### src/rtl/dmem_arbiter.sv
// Data-memory arbiter: the CPU MEM stage has fixed priority, the DMA port uses idle cycles,
// and a starvation counter forces one DMA slot (with a CPU pipeline stall) after repeated denials.
module dmem_arbiter #(
    parameter int unsigned STARVE_LIMIT = 8
) (
    input  logic        Clk,
    input  logic        Clrn,
    input  logic        En,
    input  logic        cpu_req,
    input  logic        cpu_wr,
    input  logic [31:0] cpu_addr,
    input  logic [31:0] cpu_wdata,
    output logic [31:0] cpu_rdata,
    output logic        cpu_stall,
    input  logic        dma_req,
    input  logic        dma_wr,
    input  logic [31:0] dma_addr,
    input  logic [31:0] dma_wdata,
    output logic        dma_gnt,
    output logic [31:0] dma_rdata,
    output logic        dma_rvalid,
    output logic [31:0] mem_addr,
    output logic [31:0] mem_wdata,
    output logic        mem_we,
    input  logic [31:0] mem_rdata
);

    localparam int unsigned CNT_W = 8;

    typedef enum logic {
        ST_NORMAL = 1'b0,
        ST_FORCE  = 1'b1
    } state_t;

    state_t             state;
    state_t             state_nxt;
    logic [CNT_W-1:0]   cnt;
    logic [CNT_W-1:0]   cnt_nxt;
    logic [CNT_W-1:0]   cnt_inc;
    logic               cpu_req_m;
    logic               dma_req_m;
    logic               dma_sel;

    assign cpu_rdata = mem_rdata;

    // Ownership, strobes and next-state; requests are masked while in reset.
    always_comb begin
        cpu_req_m = cpu_req & Clrn;
        dma_req_m = dma_req & Clrn;
        cnt_inc   = cnt + CNT_W'(1);
        dma_sel   = 1'b0;
        mem_we    = 1'b0;
        dma_gnt   = 1'b0;
        cpu_stall = 1'b0;
        state_nxt = state;
        cnt_nxt   = cnt;

        case (state)
            ST_FORCE: begin
                dma_sel   = 1'b1;
                dma_gnt   = dma_req_m & En;
                cpu_stall = cpu_req_m;
                mem_we    = dma_wr & dma_req_m & En;
                state_nxt = ST_NORMAL;
                cnt_nxt   = '0;
            end
            default: begin
                if (cpu_req_m) begin
                    mem_we = cpu_wr & En;
                    if (dma_req_m) begin
                        cnt_nxt = cnt_inc;
                        if (cnt_inc == CNT_W'(STARVE_LIMIT)) begin
                            state_nxt = ST_FORCE;
                        end
                    end else begin
                        cnt_nxt = '0;
                    end
                end else if (dma_req_m) begin
                    dma_sel = 1'b1;
                    mem_we  = dma_wr & En;
                    dma_gnt = En;
                    cnt_nxt = '0;
                end else begin
                    cnt_nxt = '0;
                end
            end
        endcase

        mem_addr  = dma_sel ? dma_addr  : cpu_addr;
        mem_wdata = dma_sel ? dma_wdata : cpu_wdata;
    end

    // State, starvation counter and DMA read-return registers; En=0 freezes everything.
    always_ff @(posedge Clk or negedge Clrn) begin
        if (!Clrn) begin
            state      <= ST_NORMAL;
            cnt        <= '0;
            dma_rdata  <= '0;
            dma_rvalid <= 1'b0;
        end else if (En) begin
            state      <= state_nxt;
            cnt        <= cnt_nxt;
            dma_rvalid <= dma_gnt & ~dma_wr;
            if (dma_gnt && !dma_wr) begin
                dma_rdata <= mem_rdata;
            end
        end
    end

endmodule

### config.mk
export PLATFORM = sky130hd
export DESIGN_NAME = dmem_arbiter
export DESIGN_NICKNAME = d
export VERILOG_FILES = /design/src/rtl/dmem_arbiter.sv
export SDC_FILE = /design/constraint.sdc
export NUM_CORES = 1
export LEC_CHECK = 0
export ABC_AREA = 1
export ABC_CLOCK_PERIOD_IN_PS = 1400
export CORE_AREA = 8 8 109 111
export DETAILED_ROUTE_END_ITERATION = 12
export DIE_AREA = 0 0 117 119
export DONT_BUFFER_PORTS = 1
export GPL_ROUTABILITY_DRIVEN = 0
export RECOVER_POWER = 100
export SYNTH_ARGS = -nofsm -noshare
export SYNTH_HDL_FRONTEND = slang
export SYNTH_SLANG_ARGS = --single-unit
### constraint.sdc
create_clock -name Clk -period 1.4 [get_ports Clk]
set_input_delay 0 -clock Clk [delete_from_list [all_inputs] [get_ports Clk]]
set_output_delay 0 -clock Clk [all_outputs]
set_load 0.03 [all_outputs]
==> results.yml <==
run_status:
  outcome: "finished with violations"
  violations: "negative setup slack"
floorplanning:
  placementRows: 37
  io_pins: 299
  dieArea_um2: 13900
  die_h_um: 119
  start_util_pct: 28.8
  die_w_um: 117
  core_area_um2: 10100
clocking:
  cts_tree: "yes"
  clock_latency_ns: 0.30
  htreeDepth: 2
  cts-root-buf: "clkbuf_8"
  cts_buffer_depth: 2
  cts_buffers: 5
  clk_pin_slew_ns: 0.08
  clock-sinks: 42
setup_path:
  reg2reg_to: "cnt[2]"
  crit_chain: "inv_2 > o21ai_4 > buf_12 > buf_16 > mux2_4"
  r2r_slack_ns: -0.03
  worstPathArrival_ns: 1.53
  end_kind: "primary output"
  path_class: "reg2out"
  crit_fanout: 10
  required_ns: 1.40
  cp_top_family: "flip-flops"
  rr_worst_depth: 8
  slowest_stage: "dfrtp_1"
  r2r_start: "state"
  path_buf_inv: 3
  critPathMaxStageDelay_ns: 0.39
  cp-start-kind: "flop"
synthesis:
  synth_compound_area_share_pct: 2.88
  synth_top_family_by_area: "multiplexers"
  ys_types: 19
  syn-num-nets: 492
  syn_area_um2: 2910
  syn_avg_cell_area_um2: 8.97
  yosys.area_share.adder_pct: 0.430
  synth_warnings: 0
  synthTopCellsByArea: "dfrtp_1 (36%), mux2_2 (23%), nand2_1 (12%)"
  synthMuxAreaShare_pct: 24.8
  synth_xor_area_share_pct: 0
  yosys.area.top_type: "dfrtp_1"
  synth_simple_gate_area_share_pct: 20.9
  ys_ff_latch: 42
  yosysTopAreaCellShare_pct: 36.2
  synthCells: 324
  synth.yosys.seq_area_share_pct: 36.2
timing:
  slew_headroom_pct: 30.8
  setup_ws_ns: -0.129
  min_period_ns: 1.53
  maxSlewViolCount: 0
  hold_viol_final: 0
  setup_viol: 80
  fmax_mhz: 654
  clock_skew_ns: 0.00404
  worst_pin_slew_ns: 1.04
  rsz0062_at_grt: "yes"
  fin_crit_sh_pct: 109
layout:
  synthToLayoutAreaGrowth_pct: 26.2
  antenna_cells: 0
  final_layout_size_suffix_gt1_share_pct: 28.6
  fin_util_pct: 36.3
  fin_nets: 506
  layout_common_cells: "nand2_1 (91), mux2_4 (64), dfrtp_1 (42)"
  final_cell_count_no_fill: 475
  layout_commonest_cell: "nand2_1"
drt:
  drt_iter0_drc: 197
  ant_nets: 0
  wl_um: 14300
  vias: 2446
  drc: 0
  vias_per_cell: 5.15
  wl_per_cell_um: 30.1
  dr.pass1.iters: 4
grt:
  grt_usage_pct: 18.5
  antenna_found_initial: 2
  grt_pass1_wl_um: 18600
  grt_pass1_vias: 2486
  grt_max_degree: 43
  grt_overflow: 0
placement:
  pre_cts_ws_ns: 0.0232
  dp_hpwl_um: 10700
  dp_cells: 422
  portBuffers: 0
power_and_ir_drop:
  p_per_area_nw_per_um2: 1030
  leakage_nw: 1.78
  vdd.ir_drop.worst_mv: 0.578
hold_path:
  holdPathEnd: "cpu_rdata[30]"
  whs_path_depth: 0
  min-delay-start: "mem_rdata[30]"
  hold_path_class: "in2out"
run:
  maxCapViolCount: 0
[registers in the layout (all words and copies together) (netlist names)]
| signal | cells |
|---|---|
| dma_rvalid | 1 |
| cnt | 8 |
| dma_rdata | 32 |
| state | 1 |
[per-stage QoR]
step / total power, mW / area, µm² / hold slack [ns] / TNS [ns]
final: 3.78 / 3670 / 0.0000125 / -5.34
after global routing: 3.94 / 3670 / 0.0000295 / -11.52
after CTS: 3.81 / 3620 / 0.000217 / -6.50
after detailed placement: 2.75 / 2810 / -0.294 / 0
after global placement: 2.73 / 2810 / -0.294 / 0
after floorplan: 2.75 / 2910 / -0.296 / 0
[cells in the mapped netlist]
cell and n:
ha_1 1, a21oi_1 1, o21ai_0 5, clkbuf_1 3, nor2_1 7, nand2_1 91, o21ai_4 1, a22o_1 1
inv_1 15, dfrtp_1 42, buf_4 38, nand3_1 41, nand2_4 1, mux2_1 5, o22ai_1 3, mux2_2 59
a32o_1 1, nor2_4 2, buf_6 7
[power breakdown]
group	switching, mW	internal [mW]
clock	0.411	0.398
sequential	0.559	1.40
combinational	0.603	0.407
[what timing repair did]
action	4_1_cts	5_1_grt
pin swaps	1	1
resized for setup	60	18
hold buffers	35	0
hold endpoints to repair	84	0
endpoints found under the setup margin	66	89
setup buffers	5	0
cloned	3	2
[worst max-delay path by stage]
| stage | from | endpoint | slack, ns | cells past startpoint |
|---|---|---|---|---|
| 5_1_grt | state | mem_addr[27] | -0.18 | 5 |
| 2_1_floorplan | state | dma_rdata[22] | 0.16 | 7 |
| 3_5_place_dp | state | dma_rdata[25] | 0.02 | 7 |
| 4_1_cts | state | mem_wdata[13] | -0.17 | 5 |
| 6_report | state | mem_wdata[11] | -0.13 | 5 |
| 3_3_place_gp | state | cnt[2] | 0.1 | 8 |
[worst register-to-register path, delay by kind of cell (launching register included)]
kind	cells	cell delay, ns
simple gates	2	0.34
compound gates	2	0.26
flops	1	0.39
buf+inv	4	0.39
[final cells by class]
cell class | instances | area [µm²]
Sequential cell | 42 | 1050
Fill cell | 1018 | 6420
Tap cell | 136 | 170
Timing Repair Buffer | 54 | 624
Clock inverter | 1 | 5.00
Clock buffer | 7 | 86.3
Multi-Input combinational cell | 220 | 1670
Inverter | 15 | 56.3
[cells by family after synthesis]
| family | after synthesis |
|---|---|
| simple gates | 142 |
| mux | 64 |
| buf+inv | 63 |
| flops | 42 |
| compound gates | 12 |
| fa+ha+maj | 1 |
[layer usage]
metal	wire length (µm)	vias to the layer above	share of wire [%]	track usage (%)
met5	23	-	0.16	0
li1	-	1075	-	-
met3	2010	22	14	9.80
met4	275	4	1.9	4.96
met2	7470	180	52	33.9
met1	4520	1165	32	17.5
Power figures use the tool's default switching activity.
